### src/rtl/mem_access_unit_pkg.sv
// Shared types for the MEM-stage data-access unit: word type, FSM states and funct3 codes.
package mem_access_unit_pkg;

   localparam int unsigned XLEN  = 32;
   localparam int unsigned MBE_W = XLEN / 8;

   typedef logic [XLEN-1:0] rv32i_word;

   typedef enum logic [1:0] {
      IDLE = 2'd0,
      WAIT = 2'd1,
      HOLD = 2'd2
   } mem_state_t;

   typedef enum logic [2:0] {
      LB  = 3'b000,
      LH  = 3'b001,
      LW  = 3'b010,
      LBU = 3'b100,
      LHU = 3'b101
   } load_funct3_t;

   typedef enum logic [2:0] {
      SB = 3'b000,
      SH = 3'b001,
      SW = 3'b010
   } store_funct3_t;

endpackage

### src/rtl/mem_access_unit_if.sv
// Data-cache request/response bus between the MEM-stage unit (master) and the cache (slave).
interface mem_access_unit_if;
   import mem_access_unit_pkg::*;

   logic             data_read;
   logic             data_write;
   logic [MBE_W-1:0] data_mbe;
   rv32i_word        data_addr;
   rv32i_word        data_wdata;
   rv32i_word        data_rdata;
   logic             data_resp;

   modport master (
      output data_read, data_write, data_mbe, data_addr, data_wdata,
      input  data_rdata, data_resp
   );

   modport slave (
      input  data_read, data_write, data_mbe, data_addr, data_wdata,
      output data_rdata, data_resp
   );

endinterface

### src/rtl/mem_access_unit_load_align.sv
// load_align: picks the addressed byte/half out of a cache word and sign/zero-extends it.
module mem_access_unit_load_align
   import mem_access_unit_pkg::*;
(
   input  logic [2:0] funct3,
   input  logic [1:0] off,
   input  rv32i_word  rdata,
   output rv32i_word  result
);

   rv32i_word shifted;

   always_comb begin
      shifted = rdata >> {off, 3'b000};
      result  = rdata;
      case (funct3)
         LB:      result = {{24{shifted[7]}}, shifted[7:0]};
         LBU:     result = {24'b0, shifted[7:0]};
         LH:      result = {{16{shifted[15]}}, shifted[15:0]};
         LHU:     result = {16'b0, shifted[15:0]};
         default: result = rdata;
      endcase
   end

endmodule

### src/rtl/mem_access_unit.sv
// MEM-stage data-access unit: issues cache requests, stalls until response, holds load result.
// Optional MEM_MISALIGN_CHECK_EN adds a misalign flag and suppresses misaligned requests.
module mem_access_unit
   import mem_access_unit_pkg::*;
(
   input  logic               clk,
   input  logic               rst,
   input  logic               mem_valid,
   input  logic               mem_load,
   input  logic               mem_store,
   input  logic [2:0]         funct3,
   input  rv32i_word          mem_addr,
   input  rv32i_word          mem_wdata,
   input  logic               advance,
   mem_access_unit_if.master  dbus,
   output rv32i_word          data_rdata_mem,
   output logic               mem_busy
`ifdef MEM_MISALIGN_CHECK_EN
   ,
   output logic               misalign
`endif
);

   mem_state_t state_q, state_d;
   rv32i_word  hold_q, hold_d;
   rv32i_word  load_word;
   logic [1:0] off;
   logic       is_mem_op;
   logic       bad_align;
   logic       access;
   logic       req_phase;

   assign off       = mem_addr[1:0];
   assign is_mem_op = mem_valid & (mem_load | mem_store);

`ifdef MEM_MISALIGN_CHECK_EN
   assign bad_align = ((funct3[1:0] == 2'b01) & off[0]) |
                      ((funct3[1:0] == 2'b10) & (off != 2'b00));
   assign misalign  = ~rst & is_mem_op & bad_align;
`else
   assign bad_align = 1'b0;
`endif

   assign access = is_mem_op & ~bad_align;

   mem_access_unit_load_align u_load_align (
      .funct3 (funct3),
      .off    (off),
      .rdata  (dbus.data_rdata),
      .result (load_word)
   );

   // Next state, hold capture and stall/result outputs; a response is only honoured in WAIT.
   always_comb begin
      state_d        = state_q;
      hold_d         = hold_q;
      req_phase      = 1'b0;
      mem_busy       = 1'b0;
      data_rdata_mem = hold_q;
      case (state_q)
         IDLE: begin
            req_phase = access;
            mem_busy  = access;
            if (access && advance) state_d = WAIT;
         end
         WAIT: begin
            req_phase = 1'b1;
            mem_busy  = ~dbus.data_resp;
            if (dbus.data_resp) begin
               hold_d         = mem_load ? load_word : '0;
               data_rdata_mem = hold_d;
               state_d        = advance ? IDLE : HOLD;
            end
         end
         HOLD: begin
            if (advance) state_d = IDLE;
         end
         default: state_d = IDLE;
      endcase
      if ((state_q == IDLE) && is_mem_op && bad_align) data_rdata_mem = '0;
      if (rst) begin
         req_phase      = 1'b0;
         mem_busy       = 1'b0;
         data_rdata_mem = '0;
      end
   end

   always_ff @(posedge clk) begin
      if (rst) begin
         state_q <= IDLE;
         hold_q  <= '0;
      end else begin
         state_q <= state_d;
         hold_q  <= hold_d;
      end
   end

   assign dbus.data_read  = req_phase & mem_load;
   assign dbus.data_write = req_phase & mem_store;
   assign dbus.data_addr  = {mem_addr[31:2], 2'b00};

   // Store lane placement; loads and words use all four byte enables.
   always_comb begin
      dbus.data_mbe   = 4'b1111;
      dbus.data_wdata = mem_wdata;
      if (mem_store) begin
         case (funct3)
            SB: begin
               dbus.data_mbe   = 4'b0001 << off;
               dbus.data_wdata = {24'b0, mem_wdata[7:0]} << {off, 3'b000};
            end
            SH: begin
               dbus.data_mbe   = 4'b0011 << off;
               dbus.data_wdata = {16'b0, mem_wdata[15:0]} << {off, 3'b000};
            end
            default: ;
         endcase
      end
   end

endmodule

### src/flat_wrapper.sv
// flat-port wrapper written by rule: the top's interface ports become plain ports
module mem_access_unit_flat import mem_access_unit_pkg::*;
  (clk, rst, mem_valid, mem_load, mem_store, funct3, mem_addr, mem_wdata, advance, data_rdata_mem, mem_busy, dbus_data_read, dbus_data_write, dbus_data_mbe, dbus_data_addr, dbus_data_wdata, dbus_data_rdata, dbus_data_resp);
  mem_access_unit_if dbus_i ();
  input  logic clk;
  input  logic rst;
  input  logic mem_valid;
  input  logic mem_load;
  input  logic mem_store;
  input  logic [2:0] funct3;
  input  rv32i_word mem_addr;
  input  rv32i_word mem_wdata;
  input  logic advance;
  output rv32i_word data_rdata_mem;
  output logic mem_busy;
  output wire logic [$bits(dbus_i.data_read)-1:0] dbus_data_read;
  output wire logic [$bits(dbus_i.data_write)-1:0] dbus_data_write;
  output wire logic [$bits(dbus_i.data_mbe)-1:0] dbus_data_mbe;
  output wire logic [$bits(dbus_i.data_addr)-1:0] dbus_data_addr;
  output wire logic [$bits(dbus_i.data_wdata)-1:0] dbus_data_wdata;
  input wire logic [$bits(dbus_i.data_rdata)-1:0] dbus_data_rdata;
  input wire logic [$bits(dbus_i.data_resp)-1:0] dbus_data_resp;
  assign dbus_data_read = dbus_i.data_read;
  assign dbus_data_write = dbus_i.data_write;
  assign dbus_data_mbe = dbus_i.data_mbe;
  assign dbus_data_addr = dbus_i.data_addr;
  assign dbus_data_wdata = dbus_i.data_wdata;
  assign dbus_i.data_rdata = dbus_data_rdata;
  assign dbus_i.data_resp = dbus_data_resp;
  mem_access_unit u_core (.clk(clk), .rst(rst), .mem_valid(mem_valid), .mem_load(mem_load), .mem_store(mem_store), .funct3(funct3), .mem_addr(mem_addr), .mem_wdata(mem_wdata), .advance(advance), .dbus(dbus_i), .data_rdata_mem(data_rdata_mem), .mem_busy(mem_busy));
endmodule
### config.mk
export PLATFORM = sky130hd
export DESIGN_NAME = mem_access_unit_flat
export DESIGN_NICKNAME = d
export VERILOG_FILES = /design/src/rtl/mem_access_unit_pkg.sv /design/src/rtl/mem_access_unit_if.sv /design/src/rtl/mem_access_unit_load_align.sv /design/src/rtl/mem_access_unit.sv /design/src/flat_wrapper.sv
export SDC_FILE = /design/constraint.sdc
export NUM_CORES = 1
export LEC_CHECK = 0
export ABC_AREA = 1
export ABC_CLOCK_PERIOD_IN_PS = 2600
export CORE_UTILIZATION = 40
export DETAILED_ROUTE_END_ITERATION = 16
export GPL_TIMING_DRIVEN = 0
export MAX_ROUTING_LAYER = met4
export PLACE_DENSITY = 0.87
export SLEW_MARGIN = 20
export SYNTH_ARGS = -nofsm -noshare
export SYNTH_HDL_FRONTEND = slang
export SYNTH_HIERARCHICAL = 1
export SYNTH_SLANG_ARGS = --single-unit
export TNS_END_PERCENT = 30
### constraint.sdc
create_clock -name clk -period 2.6 [get_ports clk]
set_input_delay 0.52 -clock clk [delete_from_list [all_inputs] [get_ports clk]]
set_output_delay 0.52 -clock clk [all_outputs]
set_load 0.02 [all_outputs]
==> results by group, run 1 <==
CTS
  – CTS Root Cell: sky130_fd_sc_hd__clkbuf_8
  – Clock Latency Late Sink: between 200 and 300 ps
  – H-tree lvl count: 2
  – CTS Buf Count: 5
  – Total number of clock tree sinks: 34
  – Clock-pin slew on the worst setup and hold paths: approximately 70 ps
  – Number of buffers on the longest clock path: 2
  – TritonCTS clock tree: yes

Worst setup path
  – Cells along the critical path: clkbuf_4, buf_8, nand2_1, nand3_2, nand3_4, buf_2, nand3_1, a21oi_2, nor3_2, buf_4
  – Data required time at the worst endpoint: roughly 2100 ps
  – CP arrival: around 2000 ps
  – CP startpoint kind: primary input
  – CP Class: in2out
  – Top delay family on crit path: buffers and inverters
  – R2R Setup Slk: between 1000 and 1500 ps
  – Slowest cell on the critical path: sky130_fd_sc_hd__buf_2
  – Worst Setup End Kind: output port
  – Worst Path Buf+Inv: 4
  – Maximum fanout along the worst path: 10
  – CP max stage delay: roughly 200 ps

Pwr
  – Power spent charging and discharging nets: about 630 uW
  – Part of the total power dissipated in the clock network: 23.3%
  – Cell-internal power: roughly 1.1 mW
  – Pwr dens: between 300 and 400 nW/um^2
  – Total power: between 1.5 and 2 mW
  – Proportion of power drawn by flip-flops and latches: 31.4%
  – Switching part of the total power: around 36%
  – Gate power share: about 45%
  – P_leak: roughly 2.8 nW
  – IR drop worst, VDD: approximately 230 uV

Yosys
  – Share of the yosys chip area belonging to registers: about a fifth
  – Mapped Avg Cell Area: a little under 6 um^2
  – Primary FF master, synth: sky130_fd_sc_hd__dfxtp_1
  – Library cells used by synthesis: 30
  – Proportion of netlist area held by the largest area contributor: between 20 and 25%
  – Synth Cell Area: roughly 3300 um^2
  – Register bit total from synthesis: 34
  – Post-synth EDFFs: 0
  – Post-synth ARST share: 0%
  – Number of instances in the synthesized netlist: around 550
  – Leading post-synthesis cells by cell area: sky130_fd_sc_hd__nand2_1 22%, sky130_fd_sc_hd__dfxtp_1 21%, sky130_fd_sc_hd__nor3_2 9.5%
  – Total number of yosys warnings: 6
  – Cell taking the most area after synthesis: sky130_fd_sc_hd__nand2_1

Floorplan
  – Die area: 8571 um^2
  – Total core area: 7848 um^2
  – Starting utilization of the core area: 41.82%
  – DIE HEIGHT: about 90 um
  – Row Count: 32
  – Boundary pin count: around 210
  – Die span in x: 92.58 um

STA
  – Worst hold-check slack: 520.0 ps
  – Post-route minimum period: 2491 ps
  – Endpoints failing setup: 0
  – Largest clock skew in the final design: between 2 and 2.5 ps
  – Final clock period utilization by the worst path: between 90% and 100%
  – Number of endpoints with negative hold slack in the final report: 0
  – Total count of max-transition violations in the final report: 0
  – Slew at the pin closest to its max-slew limit: about 790 ps
  – Normalized max-slew margin: a little under half
  – Maximum clock frequency: 401.4 MHz
  – Setup repair after global routing missed its margin: no

Routing
  – Initial drt markers: 240
  – Via count: ~4400
  – Residual antenna-violating net count after detailed routing: 0
  – Detailed-route wire length: 13140 um
  – DR vias/cell: between 5 and 6
  – Mean routed wirelength per cell: between 15 and 20 um
  – Post-route DRC: 0
  – DR pass1 iterations: 5

Layout
  – Number of nets in the layout: about 860
  – Number of diodes: 0
  – Area delta synth->final: 64.96%
  – Fraction of final layout cells sized beyond drive strength 1: 25.33%

Placement
  – Number of input and output port buffers inserted: about 170
  – Final estimated routing congestion in global placement: between 0.9 and 1
  – Final HPWL DP: 10340 um

Global route
  – Via count of the first global-routing pass: between 4000 and 5000
  – Remaining global-route overflow: 0
  – First-pass GRT wire length: about 20000 um
  – GR Util All Layers: 30.97%
  – Pin count of the biggest net entering global routing: 12
  – Antenna violations before repair: 0

Run status
  – Status: complete, no violations

Flow run
  – Number of violations of the max-capacitance limit: 0

Hold path
  – Worst hold-check path type: reg2reg
[layout make-up]
type	instances	area [um^2]
plain buffers	62	476.7
inverters	41	168.9
flip-flops and latches	34	680.7
multi-input cells	417	2126
well taps	102	127.6
clock buffers	7	86.33
repair buffers	196	1743
clock inverters	1	5.005
fillers	725	2434
[power groups by stage]
stage / combinational, mW / clock [mW] / sequential (mW)
after floorplan: 0.414 / 0 / 0.557
after detailed placement: 0.779 / 0 / 0.559
after global placement: 0.770 / 0 / 0.558
after global routing: 0.851 / 0.446 / 0.549
final: 0.791 / 0.406 / 0.548
after CTS: 0.773 / 0.419 / 0.547
[Yosys cell counts (2+ instances only)]
master                       n
sky130_fd_sc_hd__dfxtp_1    34
sky130_fd_sc_hd__nor2_1     50
sky130_fd_sc_hd__nor2_4      2
sky130_fd_sc_hd__nand3_2     3
sky130_fd_sc_hd__a31oi_1     3
sky130_fd_sc_hd__buf_2       8
sky130_fd_sc_hd__a21oi_1    34
sky130_fd_sc_hd__o21ai_1     3
sky130_fd_sc_hd__clkbuf_1   11
sky130_fd_sc_hd__nor3_1      2
sky130_fd_sc_hd__nand2_1   188
sky130_fd_sc_hd__nor2_2      3
sky130_fd_sc_hd__o21ai_0    21
sky130_fd_sc_hd__inv_2       4
sky130_fd_sc_hd__buf_1       2
sky130_fd_sc_hd__nand3_4     2
sky130_fd_sc_hd__nor3_2     31
sky130_fd_sc_hd__nand2_2     2
sky130_fd_sc_hd__or2_2       7
sky130_fd_sc_hd__buf_4      37
sky130_fd_sc_hd__nand3_1    59
sky130_fd_sc_hd__buf_6       5
sky130_fd_sc_hd__inv_1      35
[cell usage in the layout, fill, tap and decap left out, types with 4 or more instances in the layout]
cell type	n
sky130_fd_sc_hd__inv_2	4
sky130_fd_sc_hd__nor2_1	48
sky130_fd_sc_hd__nand2_1	187
sky130_fd_sc_hd__dlymetal6s2s_1	6
sky130_fd_sc_hd__buf_4	57
sky130_fd_sc_hd__dfxtp_1	34
sky130_fd_sc_hd__nor2_4	7
sky130_fd_sc_hd__nor3_2	32
sky130_fd_sc_hd__a21oi_2	5
sky130_fd_sc_hd__buf_8	4
sky130_fd_sc_hd__buf_6	7
sky130_fd_sc_hd__o21ai_1	5
sky130_fd_sc_hd__clkdlybuf4s50_1	97
sky130_fd_sc_hd__inv_1	34
sky130_fd_sc_hd__buf_2	34
sky130_fd_sc_hd__dlygate4sd2_1	33
sky130_fd_sc_hd__clkbuf_2	7
sky130_fd_sc_hd__clkbuf_1	5
sky130_fd_sc_hd__nand3_1	59
sky130_fd_sc_hd__or2_2	7
sky130_fd_sc_hd__a21oi_1	30
sky130_fd_sc_hd__clkbuf_8	6
sky130_fd_sc_hd__o21ai_0	18
[layer usage]
layer	vias up	track usage, %	wire length [um]
li1	2139	-	-
met4	0	10.81	365
met3	37	4.351	1156
met1	1960	35.89	5256
met2	241	54.44	6362
met5	-	-	0
[sequential cells by signal, indices dropped and copies added, names as in the netlist]
register and count:
u_core/state_q 2, u_core/hold_q 32
[worst min-delay path: stages, from the launching register on]
cell	delay (ps)
sky130_fd_sc_hd__dfxtp_1	300
sky130_fd_sc_hd__nor2_1	120
sky130_fd_sc_hd__nor3_2	60
[through the flow]
| stage | cell area (um^2) | cells | setup WS (ps) | utilization (%) | TNS [ps] |
|---|---|---|---|---|---|
| finish | 5414 | 860 | 108.7 | 68.99 | 0 |
| global route | 5414 | 860 | 9.655 | 68.99 | 0 |
| CTS | 5314 | 852 | 0.02864 | 67.71 | 0 |
| detailed placement | 5155 | 830 | -877.7 | 65.69 | -43650 |
| global placement | 5155 | 830 | -881.6 | 65.69 | -42840 |
| floorplan | 3286 | 554 | 247.7 | - | 0 |
[final timing paths]
| path | cells after the start | from | end |
|---|---|---|---|
| min | 2 | u_core/hold_q[17]$_DFF_P_ | u_core/hold_q[17]$_DFF_P_ |
| min reg2reg | 2 | u_core/hold_q[17]$_DFF_P_ | u_core/hold_q[17]$_DFF_P_ |
| max reg2reg | 5 | u_core/state_q[0]$_SDFFE_PP0P_ | u_core/hold_q[6]$_DFF_P_ |
| max | 10 | mem_addr[0] | data_rdata_mem[10] |
[timing repair]
item / in CTS / in global routing
hold buffers: 0 / 0
resized for setup: 210 / 35
pin swaps: 10 / 9
setup buffers: 12 / 7
gates cloned: 2 / 2
endpoints found under the setup margin: 71 / 64
[cell families after synthesis]
group,count (synthesis),share of synthesized area [%]
AOI/OAI and AO/OA,63,10.14
buffers and inverters,104,17.69
and+or+nand+nor,351,51.32
DFF,34,20.74
other,1,0.1143
Note: power is estimated with default switching activity, not from simulation.
==> run 2: changes to the inputs <==
--- a/config.mk
+++ b/config.mk
@@ -12,7 +12,6 @@
 export GPL_TIMING_DRIVEN = 0
 export MAX_ROUTING_LAYER = met4
 export PLACE_DENSITY = 0.87
-export SLEW_MARGIN = 20
 export SYNTH_ARGS = -nofsm -noshare
 export SYNTH_HDL_FRONTEND = slang
 export SYNTH_HIERARCHICAL = 1
==> results of run 2 <==
The final DEF is identical to that of run 1; final timing and power are the same.
==> run 3: changes to the inputs <==
--- a/config.mk
+++ b/config.mk
@@ -6,7 +6,7 @@
 export NUM_CORES = 1
 export LEC_CHECK = 0
 export ABC_AREA = 1
-export ABC_CLOCK_PERIOD_IN_PS = 2600
+export ABC_CLOCK_PERIOD_IN_PS = 2900
 export CORE_UTILIZATION = 40
 export DETAILED_ROUTE_END_ITERATION = 16
 export GPL_TIMING_DRIVEN = 0
==> constraint.sdc (replaced) <==
create_clock -name clk -period 2.9 [get_ports clk]
set_input_delay 0.58 -clock clk [delete_from_list [all_inputs] [get_ports clk]]
set_output_delay 0.58 -clock clk [all_outputs]
set_load 0.02 [all_outputs]
==> run 3 against run 2 <==
  * Flip-flop and latch count stayed put
  * Setup slack got worse by 69 ps
  * Routed wire length is 3.5% lower
  * First-iteration DRC count decreased by 0.42%
  * Critical path type unchanged
  * Largest cell class unchanged
==> results by group, run 3 (synthesis results as in run 1) <==
STA
  – Largest clock skew in the final design: 1.707 ps (-0.6990 ps)
  – Final worst setup slack: 40.17 ps (-68.57 ps)
  – Number of endpoints with negative hold slack in the final report: 0 (unchanged)
  – Normalized max-slew margin: 48.63% (+1.6 points)
  – Total count of max-transition violations in the final report: 0 (unchanged)
  – Final clock period utilization by the worst path: a little over nine tenths
  – Slew at the pin closest to its max-slew limit: 770.6 ps (-24.00 ps)
  – Maximum clock frequency: between 300 and 400 MHz
  – Endpoints failing setup: 0 (unchanged)
  – Worst hold-check slack: 509.2 ps (-10.79 ps)
  – Post-route minimum period: between 2000 and 3000 ps
  – Setup repair after global routing missed its margin: yes

Global route
  – Remaining global-route overflow: 0 (unchanged)
  – Via count of the first global-routing pass: 4064 (-1.8%)
  – GR Util All Layers: 30.37% (-0.60 points)
  – Antenna violations before repair: 0 (unchanged)
  – Pin count of the biggest net entering global routing: 12 (unchanged)
  – First-pass GRT wire length: 20040 um (-1.8%)

CTS
  – CTS Buf Count: 5 (unchanged)
  – CTS Root Cell: sky130_fd_sc_hd__clkbuf_8
  – H-tree lvl count: 2 (unchanged)
  – Total number of clock tree sinks: 34 (unchanged)
  – Clock-pin slew on the worst setup and hold paths: 70 ps (about the same)
  – Number of buffers on the longest clock path: 2 (unchanged)
  – Clock Latency Late Sink: 280 ps (about the same)
  – TritonCTS clock tree: yes

Routing
  – DR pass1 iterations: 5 (unchanged)
  – Mean routed wirelength per cell: 14.97 um (-2.0%)
  – Post-route DRC: 0 (unchanged)
  – Residual antenna-violating net count after detailed routing: 0 (unchanged)
  – Detailed-route wire length: 12680 um (-3.5%)
  – Via count: 4265 (-2.6%)
  – Initial drt markers: 239 (-0.42%)
  – DR vias/cell: 5.035 (-1.1%)

Hold path
  – Worst Hold End: u_core/hold_q[0]$_DFF_P_
  – Cell count of the worst hold path: 2 (unchanged)
  – Worst hold-check path type: reg2reg
  – Min-delay src: u_core/hold_q[0]$_DFF_P_

Layout
  – Most common cell after layout, fill and taps aside: sky130_fd_sc_hd__nand2_1
  – Number of nets in the layout: 850 (-1.5%)
  – Max reg flops: 32 (unchanged)
  – Area delta synth->final: 63.25%
  – Number of diodes: 0 (unchanged)
  – Non-filler cells in the finished layout: 847 (-1.5%)
  – Fraction of final layout cells sized beyond drive strength 1: 22.28% (-3.0 points)
  – Largest reg by FF count: u_core/hold_q
  – Post-route core utilization: 68.27% (-0.72 points)
  – Registers with the most flip-flops: u_core/hold_q (32), u_core/state_q (2)
  – Commonest cells after routing, fill and taps aside: 187 x sky130_fd_sc_hd__nand2_1, 98 x sky130_fd_sc_hd__clkdlybuf4s50_1, 59 x sky130_fd_sc_hd__nand3_1
  – Number of fillers in the final layout: 743 (+2.5%)

Worst setup path
  – R2R Setup Slk: 1560 ps (+390 ps)
  – Slowest cell on the critical path: sky130_fd_sc_hd__clkdlybuf4s15_2
  – Data required time at the worst endpoint: 2320 ps (+240 ps)
  – CP startpoint kind: primary input
  – Reg2Reg Launch Point: u_core/state_q[0]$_SDFFE_PP0P_
  – CP Class: in2out
  – Worst Setup End Kind: output port
  – Maximum fanout along the worst path: 10 (unchanged)
  – Endpoint of the worst-slack reg-to-reg timing path: u_core/hold_q[14]$_DFF_P_
  – Cells along the critical path: clkdlybuf4s15_2, buf_6, buf_4, o21ai_0, o21ai_0, nand2_1, nand2_1, a21oi_1, nor3_2, clkdlybuf4s15_2
  – Logic depth of the worst register-to-register path: 4 (-1)
  – CP arrival: 2280 ps (+310 ps)
  – CP max stage delay: 300 ps (+100 ps)

Floorplan
  – Die area: 8571 um^2 (unchanged)
  – Boundary pin count: 209 (unchanged)
  – Total core area: 7848 um^2 (unchanged)
  – Starting utilization of the core area: 41.82% (unchanged)
  – DIE HEIGHT: 92.58 um (unchanged)
  – Row Count: 32 (unchanged)
  – Die span in x: 92.58 um (unchanged)

Placement
  – Cell total after placement: 830 (unchanged)
  – Number of input and output port buffers inserted: 174 (unchanged)
  – Final HPWL DP: 10340 um (unchanged)
  – Final estimated routing congestion in global placement: 0.9055 (unchanged)
  – Dpl ws: -697.7 ps (+180.0 ps)

Pwr
  – IR drop worst, VDD: 248.3 uV (+6.4%)
  – Pwr dens: 289.0 nW/um^2 (-10%)
  – P_leak: 2.672 nW (-3.8%)

Flow run
  – Number of violations of the max-capacitance limit: 0 (unchanged)

Run status
  – Status: complete, no violations
-- run 3: power by group --
group          leakage [nW]  switching (mW)  internal, mW  total, mW
logic                  2.35           0.380         0.315      0.694
registers             0.276         0.00600         0.485      0.491
clock network        0.0482           0.172         0.192      0.363
total                  2.67           0.557         0.991       1.55
-- run 3: routing by layer --
metal / global-route usage [%] / part of all wire, % / vias to the layer above
li1: - / - / 2113
met1: 34.66 / 40 / 1883
met2: 53.52 / 48 / 239
met3: 5.172 / 9.3 / 30
met4: 10.29 / 2.6 / 0
met5: - / 0 / -
-- run 3: layout make-up --
class / instances / area (um^2) / area share [%]
plain buffers: 63 / 464.2 / 8.664
clock buffers: 7 / 86.33 / 1.611
clock inverters: 1 / 5.005 / 0.09341
inverters: 41 / 165.2 / 3.083
multi-input cells: 417 / 2090 / 39.00
flip-flops and latches: 34 / 680.7 / 12.70
well taps: 102 / 127.6 / 2.382
repair buffers: 182 / 1739 / 32.46
-- run 3: worst max-delay path: cells and delay by family --
family                 cells  cell delay, ps
buffers and inverters      4             950
AO/OA/AOI/OAI              3             410
AND/OR/NAND/NOR            3             340
-- run 3: worst max-delay path by stage --
| stage | startpoint | end |
|---|---|---|
| final | mem_addr[0] | data_rdata_mem[6] |
| after global routing | mem_addr[0] | data_rdata_mem[6] |
| after CTS | funct3[2] | dbus_data_wdata[30] |
| after detailed placement | mem_addr[1] | data_rdata_mem[22] |
| after global placement | mem_addr[0] | data_rdata_mem[3] |
| after floorplan | funct3[1] | data_rdata_mem[31] |
-- run 3: stage by stage --
stage	total power [mW]	area, um^2	setup TNS (ps)
2_1_floorplan	0.8705	3286	0
6_report	1.548	5358	0
4_1_cts	1.555	5350	-1471
5_1_grt	1.640	5358	-127.4
3_5_place_dp	1.200	5155	-30870
3_3_place_gp	1.191	5155	-30060
-- run 3: timing repair --
item	in CTS	in global routing
resized for setup	152	43
buffers inserted	5	3
hold buffers	0	0
gates cloned	1	0
setup endpoints to repair	71	64
pin swaps	5	7
